**src/rtl/regset_initiator_if.sv**
```systemverilog
// rtl/regset_initiator_if.sv - command, response and register-set bus bundle for regset_initiator
//
// Signals:
//   cmd_valid/cmd_ready        command handshake (initiator drives cmd_ready)
//   cmd_op                     00 write, 01 read, 10 copy, 11 swap
//   cmd_addr_a/cmd_addr_b      primary/secondary address
//   cmd_data                   write data (op 00)
//   rsp_valid/rsp_data         one-cycle response pulse and its data
//   rs_enable/rs_rw            register-set strobe and direction (1 = write)
//   rs_address/rs_wdata        register-set address and write data
//   rs_rdata                   register-set read data
// Modports: master = initiator side, slave = command source / register set side.

interface regset_initiator_if #(
  parameter int N = 4
);
  logic         cmd_valid;
  logic         cmd_ready;
  logic [1:0]   cmd_op;
  logic [2:0]   cmd_addr_a;
  logic [2:0]   cmd_addr_b;
  logic [N-1:0] cmd_data;
  logic         rsp_valid;
  logic [N-1:0] rsp_data;
  logic         rs_enable;
  logic         rs_rw;
  logic [2:0]   rs_address;
  logic [N-1:0] rs_wdata;
  logic [N-1:0] rs_rdata;

  modport master (
    input  cmd_valid, cmd_op, cmd_addr_a, cmd_addr_b, cmd_data, rs_rdata,
    output cmd_ready, rsp_valid, rsp_data, rs_enable, rs_rw, rs_address, rs_wdata
  );

  modport slave (
    output cmd_valid, cmd_op, cmd_addr_a, cmd_addr_b, cmd_data, rs_rdata,
    input  cmd_ready, rsp_valid, rsp_data, rs_enable, rs_rw, rs_address, rs_wdata
  );
endinterface

```
**src/rtl/regset_initiator.sv**
```systemverilog
// rtl/regset_initiator.sv - command-driven bus initiator for an 8-entry register set
//
// Executes write, read, copy (A to B) and swap (A with B) commands against a
// register set that samples on the falling clock edge, returning one response
// per command.
//
// Ports:
//   clk_i   system clock; all state updates on the rising edge
//   rst_i   asynchronous active-high reset
//   bus     regset_initiator_if.master (command, response and register-set pins)

module regset_initiator #(
  parameter int N = 4
) (
  input  logic               clk_i,
  input  logic               rst_i,
  regset_initiator_if.master bus
);

  typedef enum logic [2:0] {
    IDLE = 3'd0,
    ACC1 = 3'd1,
    ACC2 = 3'd2,
    ACC3 = 3'd3,
    RESP = 3'd4
  } state_e;

  localparam logic [1:0] OP_WRITE = 2'b00;
  localparam logic [1:0] OP_READ  = 2'b01;
  localparam logic [1:0] OP_COPY  = 2'b10;

  state_e       state_q,      state_d;
  logic [1:0]   op_q,         op_d;
  logic [2:0]   addr_a_q,     addr_a_d;
  logic [2:0]   addr_b_q,     addr_b_d;
  logic [N-1:0] data_q,       data_d;
  logic [N-1:0] ta_q,         ta_d;
  logic         rs_enable_q,  rs_enable_d;
  logic         rs_rw_q,      rs_rw_d;
  logic [2:0]   rs_address_q, rs_address_d;
  logic [N-1:0] rs_wdata_q,   rs_wdata_d;
  logic         rsp_valid_q,  rsp_valid_d;
  logic [N-1:0] rsp_data_q,   rsp_data_d;

  logic cmd_ready;
  logic accept;

  // Ready drops as soon as reset rises so no command can be taken while the
  // block is being cleared.
  assign cmd_ready = (state_q == IDLE) && !rst_i;
  assign accept    = bus.cmd_valid && cmd_ready;

  always_ff @(posedge clk_i or posedge rst_i) begin
    if (rst_i) begin
      state_q      <= IDLE;
      op_q         <= 2'b00;
      addr_a_q     <= 3'd0;
      addr_b_q     <= 3'd0;
      data_q       <= '0;
      ta_q         <= '0;
      rs_enable_q  <= 1'b0;
      rs_rw_q      <= 1'b0;
      rs_address_q <= 3'd0;
      rs_wdata_q   <= '0;
      rsp_valid_q  <= 1'b0;
      rsp_data_q   <= '0;
    end else begin
      state_q      <= state_d;
      op_q         <= op_d;
      addr_a_q     <= addr_a_d;
      addr_b_q     <= addr_b_d;
      data_q       <= data_d;
      ta_q         <= ta_d;
      rs_enable_q  <= rs_enable_d;
      rs_rw_q      <= rs_rw_d;
      rs_address_q <= rs_address_d;
      rs_wdata_q   <= rs_wdata_d;
      rsp_valid_q  <= rsp_valid_d;
      rsp_data_q   <= rsp_data_d;
    end
  end

  always_comb begin
    state_d      = state_q;
    op_d         = op_q;
    addr_a_d     = addr_a_q;
    addr_b_d     = addr_b_q;
    data_d       = data_q;
    ta_d         = ta_q;
    // Enable and the response strobe are single-cycle pulses: they fall
    // unless this edge issues a new access / response.
    rs_enable_d  = 1'b0;
    rs_rw_d      = rs_rw_q;
    rs_address_d = rs_address_q;
    rs_wdata_d   = rs_wdata_q;
    rsp_valid_d  = 1'b0;
    rsp_data_d   = rsp_data_q;

    case (state_q)
      IDLE: begin
        if (accept) begin
          op_d         = bus.cmd_op;
          addr_a_d     = bus.cmd_addr_a;
          addr_b_d     = bus.cmd_addr_b;
          data_d       = bus.cmd_data;
          rs_enable_d  = 1'b1;
          rs_address_d = bus.cmd_addr_a;
          if (bus.cmd_op == OP_WRITE) begin
            rs_rw_d    = 1'b1;
            rs_wdata_d = bus.cmd_data;
          end else begin
            // Read, copy and swap all start by reading A.
            rs_rw_d    = 1'b0;
          end
          if (bus.cmd_op == OP_WRITE || bus.cmd_op == OP_READ) begin
            state_d = RESP;
          end else begin
            state_d = ACC1;
          end
        end
      end

      ACC1: begin
        // Read data for A is on the bus now; keep it for the response and,
        // for a swap, for the final write to B.
        ta_d         = bus.rs_rdata;
        rs_enable_d  = 1'b1;
        rs_address_d = addr_b_q;
        if (op_q == OP_COPY) begin
          rs_rw_d    = 1'b1;
          rs_wdata_d = bus.rs_rdata;
          state_d    = RESP;
        end else begin
          rs_rw_d    = 1'b0;
          state_d    = ACC2;
        end
      end

      ACC2: begin
        // Swap: old B (just read) goes into A.
        rs_enable_d  = 1'b1;
        rs_rw_d      = 1'b1;
        rs_address_d = addr_a_q;
        rs_wdata_d   = bus.rs_rdata;
        state_d      = ACC3;
      end

      ACC3: begin
        // Swap: old A (held in TA) goes into B.
        rs_enable_d  = 1'b1;
        rs_rw_d      = 1'b1;
        rs_address_d = addr_b_q;
        rs_wdata_d   = ta_q;
        state_d      = RESP;
      end

      RESP: begin
        rsp_valid_d = 1'b1;
        case (op_q)
          OP_WRITE: rsp_data_d = data_q;
          OP_READ:  rsp_data_d = bus.rs_rdata;
          default:  rsp_data_d = ta_q;
        endcase
        state_d = IDLE;
      end

      default: begin
        state_d = IDLE;
      end
    endcase
  end

  assign bus.cmd_ready  = cmd_ready;
  assign bus.rs_enable  = rs_enable_q;
  assign bus.rs_rw      = rs_rw_q;
  assign bus.rs_address = rs_address_q;
  assign bus.rs_wdata   = rs_wdata_q;
  assign bus.rsp_valid  = rsp_valid_q;
  assign bus.rsp_data   = rsp_data_q;

endmodule
```
**src/flat_wrapper.sv**
```systemverilog
// flat-port wrapper written by rule: the top's interface ports become plain ports
module regset_initiator_flat 
#(
  parameter int N = 4
)
  (clk_i, rst_i, bus_cmd_valid, bus_cmd_op, bus_cmd_addr_a, bus_cmd_addr_b, bus_cmd_data, bus_rs_rdata, bus_cmd_ready, bus_rsp_valid, bus_rsp_data, bus_rs_enable, bus_rs_rw, bus_rs_address, bus_rs_wdata);
  regset_initiator_if #(.N(N)) bus_i ();
  input  logic clk_i;
  input  logic rst_i;
  input wire logic [$bits(bus_i.cmd_valid)-1:0] bus_cmd_valid;
  input wire logic [$bits(bus_i.cmd_op)-1:0] bus_cmd_op;
  input wire logic [$bits(bus_i.cmd_addr_a)-1:0] bus_cmd_addr_a;
  input wire logic [$bits(bus_i.cmd_addr_b)-1:0] bus_cmd_addr_b;
  input wire logic [$bits(bus_i.cmd_data)-1:0] bus_cmd_data;
  input wire logic [$bits(bus_i.rs_rdata)-1:0] bus_rs_rdata;
  output wire logic [$bits(bus_i.cmd_ready)-1:0] bus_cmd_ready;
  output wire logic [$bits(bus_i.rsp_valid)-1:0] bus_rsp_valid;
  output wire logic [$bits(bus_i.rsp_data)-1:0] bus_rsp_data;
  output wire logic [$bits(bus_i.rs_enable)-1:0] bus_rs_enable;
  output wire logic [$bits(bus_i.rs_rw)-1:0] bus_rs_rw;
  output wire logic [$bits(bus_i.rs_address)-1:0] bus_rs_address;
  output wire logic [$bits(bus_i.rs_wdata)-1:0] bus_rs_wdata;
  assign bus_i.cmd_valid = bus_cmd_valid;
  assign bus_i.cmd_op = bus_cmd_op;
  assign bus_i.cmd_addr_a = bus_cmd_addr_a;
  assign bus_i.cmd_addr_b = bus_cmd_addr_b;
  assign bus_i.cmd_data = bus_cmd_data;
  assign bus_i.rs_rdata = bus_rs_rdata;
  assign bus_cmd_ready = bus_i.cmd_ready;
  assign bus_rsp_valid = bus_i.rsp_valid;
  assign bus_rsp_data = bus_i.rsp_data;
  assign bus_rs_enable = bus_i.rs_enable;
  assign bus_rs_rw = bus_i.rs_rw;
  assign bus_rs_address = bus_i.rs_address;
  assign bus_rs_wdata = bus_i.rs_wdata;
  regset_initiator #(.N(N)) u_core (.clk_i(clk_i), .rst_i(rst_i), .bus(bus_i));
endmodule
```
**config.mk**
```make
export PLATFORM = sky130hd
export DESIGN_NAME = regset_initiator_flat
export DESIGN_NICKNAME = d
export VERILOG_FILES = /design/src/rtl/regset_initiator_if.sv /design/src/rtl/regset_initiator.sv /design/src/flat_wrapper.sv
export SDC_FILE = /design/constraint.sdc
export NUM_CORES = 1
export LEC_CHECK = 0
export ABC_AREA = 1
export CAP_MARGIN = 20
export CORE_MARGIN = 8
export CORE_UTILIZATION = 53
export CTS_BUF_LIST = sky130_fd_sc_hd__clkbuf_16
export CTS_CLUSTER_SIZE = 14
export DETAILED_ROUTE_END_ITERATION = 7
export PLACE_DENSITY = 0.83
export SYNTH_ARGS = -nofsm -noshare
export SYNTH_HDL_FRONTEND = slang
export SYNTH_SLANG_ARGS = --single-unit
```
**constraint.sdc**
```tcl
create_clock -name clk_i -period 4.6 [get_ports clk_i]
set_clock_uncertainty 0.2 [all_clocks]
set_input_delay 1.38 -clock clk_i [delete_from_list [all_inputs] [get_ports clk_i]]
set_output_delay 1.38 -clock clk_i [all_outputs]
set_load 0.02 [all_outputs]
```
==> results.cfg <==
[clock_tree]
numClockSinks = 33
clk_latency_ps = 270
cts_tree = built
cts_resized = 0
hold_buffers = 0
clock-root-buffer = clkbuf_16
cts.reportedPaths.clkPinSlew_ps = 50
clock_path_buffers = 2
htreeDepth = 2
postCtsSetupBuffers = 0
cts_made_buffers = 5

[worst_setup_path]
worstSetupPathType = input port to output pin
worst-endpoint-arrival_ps = 2510
crit_path_start_kind = input port
cp_slowest_cell = clkdlybuf4s50_1
cpMostUsedCell = clkdlybuf4s50_1
critPathCaptureType = output pin
critPathMaxFanout = 2
slowest_delay_ps = 610
crit_chain = clkdlybuf4s50_1 -> nor2_1 -> clkdlybuf4s50_1
cp.required_ps = 3020

[logic_synthesis]
synth-seq-cells = 33
syn_area_sq_um = 1540
synth.top_cell.area_share_pct = 53.7
syn_inst = 183
synthArstFlopShare_pct = 100
synth_common_cells = nand2_1 (79), dfrtp_1 (33), inv_1 (13)
synth_area_leader_cell = dfrtp_1
ys_types = 21
synthFlopType = dfrtp_1
synth.yosys.seq_area_share_pct = 53.7
synthTopCellsByArea = dfrtp_1 (54%), nand2_1 (19%), nand3_1 (3.3%)
synth_area_per_cell_sq_um = 8.40
yosysMostFrequentCell = nand2_1
synth_edf_count = 0
syn_nets = 202
yosysWarnings = 0

[routing]
first_pass_iters = 4
wl_microns = 3770
dr.first_iter.drc_count = 107
ant_nets = 0
viasPerCell = 5.44
drc = 0
drt-wirelength-per-cell_microns = 15.0
vias = 1370

[sta]
period_share_pct = 89.0
rsz0062_at_grt = false
drv_slew = 0
setup_viol = 0
hold_viol = 0
fin_crit_ps = 4090
clock.fmax_ghz = 0.244
relSlewSlack_pct = 70.8
worstMarginPinSlew_ps = 438
setup_tns_ps = 0

[worst_hold_path]
worstHoldPathType = flop to flop

[layout]
fin_nets = 240
fill_cells = 211
fin_util_pct = 73.5
drive_above_1_share_pct = 10.9
syn2layout_area_growth_pct = 32.0
diodes = 0

[die]
ios = 34
die_area_sq_um = 4880
die_h_microns = 69.8
num_rows = 19
fp.dieW_microns = 69.8
core_sq_um = 2760
start_util_pct = 55.7

[power]
ir_worst_vdd_v = 0.000592
p_switching_w = 0.000605
swShare_pct = 40.5
intPower_w = 0.000889
powerDensity_nw_per_um2 = 737
p_leak_nw = 0.992
p_clk_share_pct = 20.3
p_comb_share_pct = 44.5
pwr-share-seq_pct = 35.3

[placed_design]
gp_congestion = 0.882
port_buffers = 33
hpwl_microns = 2760

[run]
max_cap_viol_count = 0

[global_route]
gr-total-overflow = 0
grt_pass1_wl_microns = 6730
grt_pass1_vias = 1401
grt_max_degree = 35
grt_use_total_pct = 16.8
antenna_found_initial = 0

[outcome]
status = complete, no violations
[placed cells by master (no fill, tap or decap), types with 2 or more instances in the layout]
cell type	instances
o211ai_1	3
dfrtp_1	33
mux2_2	4
inv_2	4
clkdlybuf4s50_1	33
nand2_1	79
nand3_1	10
nor2_1	9
nor2_2	2
o21ai_1	5
inv_1	14
a31oi_1	4
a21oi_1	6
nand3_2	2
nand2_4	2
clkbuf_16	5
[critical path, delay by kind of cell]
kind	cells	cell delay, ps
buffers and inverters	2	1030
and+or+nand+nor	1	110
[final timing paths]
| kind | cells after the start | to | startpoint | slack (ps) |
|---|---|---|---|---|
| worst max-delay path | 3 | bus_cmd_ready | rst_i | 510 |
| worst min-delay path | 2 | u_core.addr_b_q[0]$_DFFE_PP0P_ | u_core.addr_b_q[0]$_DFFE_PP0P_ | 280 |
| worst max register to register | 5 | u_core.addr_a_q[1]$_DFFE_PP0P_ | u_core.state_q[0]$_DFFE_PP0P_ | 2920 |
| worst min register to register | 2 | u_core.addr_b_q[0]$_DFFE_PP0P_ | u_core.addr_b_q[0]$_DFFE_PP0P_ | 280 |
| max in group asynchronous | 3 | u_core.bus.rs_rw$_DFFE_PP0P_ | rst_i | 2550 |
| min in group asynchronous | 3 | u_core.state_q[2]$_DFFE_PP0P_ | rst_i | 1350 |
[routing by layer]
layer  up-vias  global-route usage [%]  routed length [microns]
met5         -                       0                        0
met4         0                    5.58                       46
met3         6                    7.73                      265
met2        47                    27.5                     1950
met1       665                    18.9                     1520
li1        652                       -                        -
[power groups by stage]
stage / clock [W] / sequential (W) / combinational [W]
floorplan: 0 / 0.000571 / 0.000376
global placement: 0 / 0.000520 / 0.000639
detailed placement: 0 / 0.000527 / 0.000661
CTS: 0.000304 / 0.000526 / 0.000671
global route: 0.000322 / 0.000547 / 0.000747
finish: 0.000303 / 0.000527 / 0.000664
[metrics by stage]
stage / hold WS [ps] / power, W / setup WS, ps / std cells / area [sq um]
finish: 284 / 0.00149 / 506 / 252 / 2030
CTS: 279 / 0.00150 / 498 / 252 / 2030
detailed placement: 265 / 0.00119 / 497 / 245 / 1900
floorplan: 249 / 0.000947 / 1350 / 183 / 1540
global route: 326 / 0.00162 / 427 / 252 / 2030
global placement: 258 / 0.00116 / 516 / 245 / 1900
[flip-flops by register name (all words and copies together) (netlist names)]
signal / flops
u_core.bus.rs_rw: 1
u_core.state_q: 3
u_core.bus.rsp_data: 4
u_core.bus.rs_wdata: 4
u_core.addr_b_q: 3
u_core.ta_q: 4
u_core.bus.rs_enable: 1
u_core.bus.rs_address: 3
u_core.bus.rsp_valid: 1
u_core.data_q: 4
u_core.addr_a_q: 3
u_core.op_q: 2
[cells by family after synthesis]
kind of cell	count (synthesis)	synth area share, %
DFF	33	53.7
and+or+nand+nor	107	30.8
muxes	4	2.93
AOI/OAI and AO/OA	19	7.25
buffers and inverters	20	5.29
[area by class of cell]
type	instances	area, sq um	share of cell area (%)
tap	31	38.8	1.91
sequential	33	826	40.7
timing repair buffer	34	338	16.7
multi-input combinational	130	629	31.0
clock buffer	5	125	6.17
clock inverter	2	7.51	0.370
inverter	17	63.8	3.15
Power figures use the tool's default switching activity.
